### src/rtl/uart_word_link_if.sv
// Signal bundle between uart_word_link, the uart byte FIFOs and the word-level host.
// master = the word link itself, slave = everything around it (uart + host).
interface uart_word_link_if #(
    parameter int DBIT       = 8,
    parameter int WORD_BYTES = 4
);
    localparam int W = DBIT * WORD_BYTES;

    logic            rx_empty;
    logic [DBIT-1:0] r_data;
    logic            rd_uart;
    logic            wr_uart;
    logic [DBIT-1:0] w_data;
    logic            tx_done_tick;
    logic [W-1:0]    rx_word;
    logic            rx_word_valid;
    logic            rx_overrun;
    logic [W-1:0]    tx_word;
    logic            tx_word_valid;
    logic            tx_ready;

    modport master (
        input  rx_empty, r_data, tx_done_tick, tx_word, tx_word_valid,
        output rd_uart, wr_uart, w_data, rx_word, rx_word_valid, rx_overrun, tx_ready
    );

    modport slave (
        output rx_empty, r_data, tx_done_tick, tx_word, tx_word_valid,
        input  rd_uart, wr_uart, w_data, rx_word, rx_word_valid, rx_overrun, tx_ready
    );
endinterface

### src/rtl/uart_word_link.sv
// Word-level front end for the uart: packs RX bytes into words (LSB first) and
// serialises TX words into byte transmit requests. RX and TX run independently.
module uart_word_link #(
    parameter int DBIT       = 8,
    parameter int WORD_BYTES = 4,
    parameter int TIMEOUT    = 1000000,
    parameter int TO_BITS    = 20
) (
    input  logic             clk,
    input  logic             reset,
    uart_word_link_if.master bus
);
    localparam int                 CW        = (WORD_BYTES > 1) ? $clog2(WORD_BYTES) : 1;
    localparam logic [CW-1:0]      LAST_LANE = CW'(WORD_BYTES - 1);
    localparam logic [TO_BITS-1:0] TO_LIMIT  = TO_BITS'(TIMEOUT);

    typedef logic [WORD_BYTES-1:0][DBIT-1:0] word_t;
    typedef enum logic [1:0] {TX_IDLE, TX_START, TX_WAIT} tx_state_t;

    // ---------------- RX path ----------------
    logic               pop;
    logic               pop_q;
    logic [CW-1:0]      byte_cnt;
    word_t              shadow;
    word_t              shadow_next;
    logic [TO_BITS-1:0] to_cnt;
    logic               to_hit;
    word_t              rx_word_q;
    logic               rx_valid_q;
    logic               overrun_q;

    // Registered pop feedback limits the FIFO to one pop every other cycle.
    assign pop    = !bus.rx_empty && !pop_q;
    assign to_hit = (TIMEOUT != 0) && (byte_cnt != '0) && ((to_cnt + 1'b1) == TO_LIMIT);

    // NOTE: every signal written in always_comb gets a default first, so no path leaves it unassigned and no latch is inferred.
    always_comb begin
        shadow_next           = shadow;
        shadow_next[byte_cnt] = bus.r_data;
    end

    // NOTE: sequential state uses non-blocking assignments only, so every register samples pre-edge values regardless of block order.
    always_ff @(posedge clk or negedge reset) begin
        if (!reset) begin
            pop_q      <= 1'b0;
            byte_cnt   <= '0;
            shadow     <= '0;
            to_cnt     <= '0;
            rx_word_q  <= '0;
            rx_valid_q <= 1'b0;
            overrun_q  <= 1'b0;
        end else begin
            pop_q      <= pop;
            rx_valid_q <= 1'b0;
            if (pop) begin
                shadow <= shadow_next;
                to_cnt <= '0;
                if (byte_cnt == LAST_LANE) begin
                    byte_cnt   <= '0;
                    rx_word_q  <= shadow_next;
                    rx_valid_q <= 1'b1;
                end else begin
                    byte_cnt <= byte_cnt + 1'b1;
                end
            end else if (byte_cnt != '0) begin
                // Stale partial word: drop it; lanes are overwritten by the next word.
                if (to_hit) begin
                    byte_cnt  <= '0;
                    to_cnt    <= '0;
                    overrun_q <= 1'b1;
                end else begin
                    to_cnt <= to_cnt + 1'b1;
                end
            end else begin
                to_cnt <= '0;
            end
        end
    end

    // ---------------- TX path ----------------
    tx_state_t       tx_state;
    word_t           tx_buf;
    logic [CW-1:0]   idx;
    logic            wr_q;
    logic [DBIT-1:0] w_data_q;
    logic            tx_ready_q;

    always_ff @(posedge clk or negedge reset) begin
        if (!reset) begin
            tx_state   <= TX_IDLE;
            tx_buf     <= '0;
            idx        <= '0;
            wr_q       <= 1'b0;
            w_data_q   <= '0;
            tx_ready_q <= 1'b1;
        end else begin
            case (tx_state)
                TX_IDLE: begin
                    if (bus.tx_word_valid) begin
                        tx_buf     <= bus.tx_word;
                        idx        <= '0;
                        wr_q       <= 1'b1;
                        w_data_q   <= bus.tx_word[DBIT-1:0];
                        tx_ready_q <= 1'b0;
                        tx_state   <= TX_START;
                    end
                end
                TX_START: begin
                    wr_q     <= 1'b0;
                    tx_state <= TX_WAIT;
                end
                TX_WAIT: begin
                    if (bus.tx_done_tick) begin
                        if (idx == LAST_LANE) begin
                            tx_ready_q <= 1'b1;
                            tx_state   <= TX_IDLE;
                        end else begin
                            idx      <= idx + 1'b1;
                            wr_q     <= 1'b1;
                            w_data_q <= tx_buf[idx + 1'b1];
                            tx_state <= TX_START;
                        end
                    end
                end
                default: begin
                    wr_q       <= 1'b0;
                    tx_ready_q <= 1'b1;
                    tx_state   <= TX_IDLE;
                end
            endcase
        end
    end

    assign bus.rd_uart       = pop;
    assign bus.rx_word       = rx_word_q;
    assign bus.rx_word_valid = rx_valid_q;
    assign bus.rx_overrun    = overrun_q;
    assign bus.wr_uart       = wr_q;
    assign bus.w_data        = w_data_q;
    assign bus.tx_ready      = tx_ready_q;
endmodule

### src/flat_wrapper.sv
// flat-port wrapper written by rule: the top's interface ports become plain ports
module uart_word_link_flat 
#(
    parameter int DBIT       = 8,
    parameter int WORD_BYTES = 4,
    parameter int TIMEOUT    = 1000000,
    parameter int TO_BITS    = 20
)
  (clk, reset, bus_rx_empty, bus_r_data, bus_tx_done_tick, bus_tx_word, bus_tx_word_valid, bus_rd_uart, bus_wr_uart, bus_w_data, bus_rx_word, bus_rx_word_valid, bus_rx_overrun, bus_tx_ready);
  uart_word_link_if #(.DBIT(DBIT), .WORD_BYTES(WORD_BYTES)) bus_i ();
  input  logic clk;
  input  logic reset;
  input wire logic [$bits(bus_i.rx_empty)-1:0] bus_rx_empty;
  input wire logic [$bits(bus_i.r_data)-1:0] bus_r_data;
  input wire logic [$bits(bus_i.tx_done_tick)-1:0] bus_tx_done_tick;
  input wire logic [$bits(bus_i.tx_word)-1:0] bus_tx_word;
  input wire logic [$bits(bus_i.tx_word_valid)-1:0] bus_tx_word_valid;
  output wire logic [$bits(bus_i.rd_uart)-1:0] bus_rd_uart;
  output wire logic [$bits(bus_i.wr_uart)-1:0] bus_wr_uart;
  output wire logic [$bits(bus_i.w_data)-1:0] bus_w_data;
  output wire logic [$bits(bus_i.rx_word)-1:0] bus_rx_word;
  output wire logic [$bits(bus_i.rx_word_valid)-1:0] bus_rx_word_valid;
  output wire logic [$bits(bus_i.rx_overrun)-1:0] bus_rx_overrun;
  output wire logic [$bits(bus_i.tx_ready)-1:0] bus_tx_ready;
  assign bus_i.rx_empty = bus_rx_empty;
  assign bus_i.r_data = bus_r_data;
  assign bus_i.tx_done_tick = bus_tx_done_tick;
  assign bus_i.tx_word = bus_tx_word;
  assign bus_i.tx_word_valid = bus_tx_word_valid;
  assign bus_rd_uart = bus_i.rd_uart;
  assign bus_wr_uart = bus_i.wr_uart;
  assign bus_w_data = bus_i.w_data;
  assign bus_rx_word = bus_i.rx_word;
  assign bus_rx_word_valid = bus_i.rx_word_valid;
  assign bus_rx_overrun = bus_i.rx_overrun;
  assign bus_tx_ready = bus_i.tx_ready;
  uart_word_link #(.DBIT(DBIT), .WORD_BYTES(WORD_BYTES), .TIMEOUT(TIMEOUT), .TO_BITS(TO_BITS)) u_core (.clk(clk), .reset(reset), .bus(bus_i));
endmodule
### config.mk
export PLATFORM = sky130hd
export DESIGN_NAME = uart_word_link_flat
export DESIGN_NICKNAME = d
export VERILOG_FILES = /design/src/rtl/uart_word_link_if.sv /design/src/rtl/uart_word_link.sv /design/src/flat_wrapper.sv
export SDC_FILE = /design/constraint.sdc
export NUM_CORES = 1
export LEC_CHECK = 0
export ABC_AREA = 1
export CELL_PAD_IN_SITES_DETAIL_PLACEMENT = 0
export CELL_PAD_IN_SITES_GLOBAL_PLACEMENT = 1
export CORE_UTILIZATION = 36
export DETAILED_ROUTE_END_ITERATION = 8
export GPL_ROUTABILITY_DRIVEN = 0
export PLACE_DENSITY = 0.76
export SETUP_SLACK_MARGIN = 0.05
export SLEW_MARGIN = 20
export SYNTH_ARGS = -nofsm -noshare
export SYNTH_HDL_FRONTEND = slang
export SYNTH_SLANG_ARGS = --single-unit
### constraint.sdc
create_clock -name clk -period 1.7 [get_ports clk]
set_input_delay 0.34 -clock clk [delete_from_list [all_inputs] [get_ports clk]]
set_output_delay 0.34 -clock clk [all_outputs]
set_load 0.03 [all_outputs]
==> results.md <==
* Setup crit start kind: register
* Setup TNS at -5.183 ns
* CP most frequent cell: nand3_2
* RSZ-0062 raised after global routing: true
* Tightest Pin Transition at 0.3399 ns
* Final setup violation count at 23
* CP peak stage delay at 0.46 ns
* Synth top area cells: dfrtp_1, nand2_1, o21ai_0
* Pin count of the biggest net entering global routing at 51
* Drt pass-1 iters at 4
* Power Total at 14.02 mW
* Syn nets at approximately 760
* Tmin final at 1.958 ns
* PortBufs at 89
* Final Hold Fails at 0
* CTS tree: done
* R2r setup slk at -0.26 ns
* Critical Path Sink Type: register
* TritonCTS Buffers at 17
* CP Class: reg -> reg
* Final WS setup at -0.2580 ns
* Layout overhead on the synthesized area at 40.78%
* Max Clock Skew at around 0.011 ns
* Worst path cell trace: ha_4 -> inv_2 -> nor2_4 -> nand3_2 -> o21ai_1 -> nand2_1 -> nor2_2 -> nand3_2 -> nand2_4 -> clkbuf_16 -> nor2_1
* DRT Wirelength at 14990 um
* FP Rows at 46
* CTS Buffer Depth at 2
* Fillers at 1518
* Slew Limit Fails at 0
* Vias post-DR at 5179
* CTS H-tree depth at 4
* Core Box Area at 15940 um2
* Max cap viols at 0
* VDD IR max at 0.7621 mV
* Drc violations at 0
* Post-synth top area share at 0.5336
* Failing checks: setup timing
* First-pass GRT wire length at 24610 um
* Synth Cell Area at 5909 um2
* Syn avg cell area at 8.323 um2
* Width of the die at 130.1 um
* Crit-path slowest cell: dfrtp_2
* Worst EP arrival at roughly 2.3 ns
* Post-route ant nets at 0
* Starting density of the core at 0.3707
* Synth Instances at 710
* Worst hold path class: in -> async
* Max transition margin at 0.7743
* Root buffer cell: clkbuf_16
* Fmax at 0.5107 GHz
* LEAKAGE at 3.961 nW
* Pwr/cell area at 1685 nW/um2
* Unique masters post-synth at 29
* Ys Warns at 0
* Worst skew pair latency at 0.42 ns
* Sequential-to-total area share from yosys stat at 0.5380
* Clock transition at the registers of the reported paths at roughly 0.060 ns
* DPL Wire Length at between 10000 and 15000 um
* Post-synth top area cell: dfrtp_1
* #FFs+latches synth at 127
* Final nets at 914
* Initial antenna violation count at 0
* WP buf/inv at 2
* Die area at 16930 um2
* Diode count at 0
* Final hold slack at approximately 0.37 ns
* Overflow after GRT at 0
* # IOs at 90
* DIE HEIGHT at between 100 and 150 um
* Vias in the first global route at a little over 5000
* Req. time, crit path at 2.00 ns
* Peak fanout along the critical path at 8
* Routed WL per cell at about 14 um
* Status: complete, but fails checks
* Clock Sink Count at 127
* Vias/cell at between 4 and 5
* Fraction of layout cells with a size suffix above 1 at 0.2023
* Post-placement setup slack at -0.2584 ns
* Tcrit/Tclk final at 1.152
* GRT Total Usage at 0.1884
* Initial drt markers at 301
* Critical path's top delay family: simple AND/OR/NAND/NOR gates
metal layers:
| layer | GRT usage | vias up | part of all wire | wire length, um |
|---|---|---|---|---|
| met5 | 0 | - | 0 | 0 |
| met4 | 0.06566 | 0 | 0.012 | 177 |
| met3 | 0.04182 | 18 | 0.038 | 571 |
| met2 | 0.2919 | 103 | 0.46 | 6895 |
| met1 | 0.2596 | 2478 | 0.49 | 7349 |
| li1 | - | 2580 | - | - |
flip-flops by register name, indices dropped and copies added, names as in the netlist:
name and cells:
u_core.bus.rx_overrun 1, u_core.bus.rx_word 32, u_core.bus.rx_word_valid 1, u_core.bus.tx_ready 1, u_core.bus.w_data 8, u_core.bus.wr_uart 1, u_core.byte_cnt 2, u_core.idx 2
u_core.pop_q 1, u_core.shadow 24, u_core.to_cnt 20, u_core.tx_buf 32, u_core.tx_state 2
metrics by stage:
step                utilization  cell area, um2  instances
floorplan                     -            5944        710
global placement         0.4722            7528       1047
detailed placement       0.4722            7528       1047
CTS                      0.5124            8169       1084
global route             0.5218            8319       1091
finish                   0.5218            8319       1091
where the power goes:
group | internal (mW) | switching (mW) | total [mW]
clock | 2.20 | 1.37 | 3.56
sequential | 4.23 | 0.594 | 4.83
combinational | 2.25 | 3.38 | 5.63
area by class of cell:
| cell class | instances | area [um2] | share of cell area |
|---|---|---|---|
| clock buffers | 19 | 442.9 | 0.05324 |
| well taps | 216 | 270.3 | 0.03249 |
| inverters | 74 | 286.5 | 0.03444 |
| repair buffers | 162 | 1514 | 0.1820 |
| multi-input cells | 480 | 2482 | 0.2984 |
| clock inverters | 13 | 138.9 | 0.01669 |
| flip-flops and latches | 127 | 3184 | 0.3828 |
placed cells by master (no fill, tap or decap), types with 3 or more instances in the layout:
cell	n
a21oi_1	22
buf_12	8
clkdlybuf4s50_1	43
nand3_2	4
dfrtp_1	122
nand3b_1	3
nand2_1	230
o21ai_1	5
ha_4	3
buf_6	4
nor2_1	42
buf_4	60
clkinv_2	3
nor2_4	9
nand3_1	22
o21ai_0	63
a21oi_2	9
o211ai_1	12
ha_1	4
inv_1	69
mux2_2	20
dlygate4sd2_1	43
nor2_2	8
nand2_2	5
nand4_1	9
dfrtp_2	4
clkbuf_16	18
clkinvlp_4	6
path summary, 6_finish.rpt:
check / endpoint / start / cells after the start
max reg2reg: u_core.to_cnt[13]$_DFF_PN0_ / u_core.to_cnt[1]$_DFF_PN0_ / 11
min in group clk: u_core.bus.rx_word[12]$_DFFE_PN0P_ / u_core.bus.rx_word[12]$_DFFE_PN0P_ / 2
min: u_core.tx_state[1]$_DFFE_PN0P_ / reset / 2
max in group asynchronous: u_core.to_cnt[1]$_DFF_PN0_ / reset / 3
max: u_core.to_cnt[13]$_DFF_PN0_ / u_core.to_cnt[1]$_DFF_PN0_ / 11
min reg2reg: u_core.bus.rx_word[12]$_DFFE_PN0P_ / u_core.bus.rx_word[12]$_DFFE_PN0P_ / 2
synth_stat cells:
cell type / count
nor2_1: 52
ha_1: 7
nand4_1: 9
or2_2: 1
mux2_2: 20
nand2_2: 1
a21oi_2: 3
o21bai_1: 2
o211ai_1: 12
nor2_2: 4
o31ai_1: 1
o2111ai_1: 1
o21ai_1: 3
dfstp_2: 1
buf_1: 1
nand3b_1: 3
o22ai_1: 2
nand3_1: 25
clkbuf_1: 23
nand2_1: 236
buf_6: 2
dfrtp_1: 126
buf_2: 3
nor3_1: 1
nor2_4: 3
inv_1: 74
o21ai_0: 65
nand3_2: 1
a21oi_1: 28
repair_timing:
item / 4_1_cts / 5_1_grt
buffers inserted: 4 / 5
hold buffers: 1 / 0
cloned: 0 / 2
endpoints found under the hold margin: 17 / 0
gates resized for setup: 63 / 25
setup endpoints to repair: 77 / 34
pin swaps: 2 / 14
cell families after synthesis:
logic type / after synthesis / synth area share
flip-flops: 127 / 0.5380
multiplexers: 20 / 0.03811
adder cells (fa/ha/maj): 7 / 0.01482
AO/OA/AOI/OAI: 117 / 0.1084
AND/OR/NAND/NOR: 336 / 0.2321
buffers and inverters: 103 / 0.06860
Power figures use the tool's default switching activity.
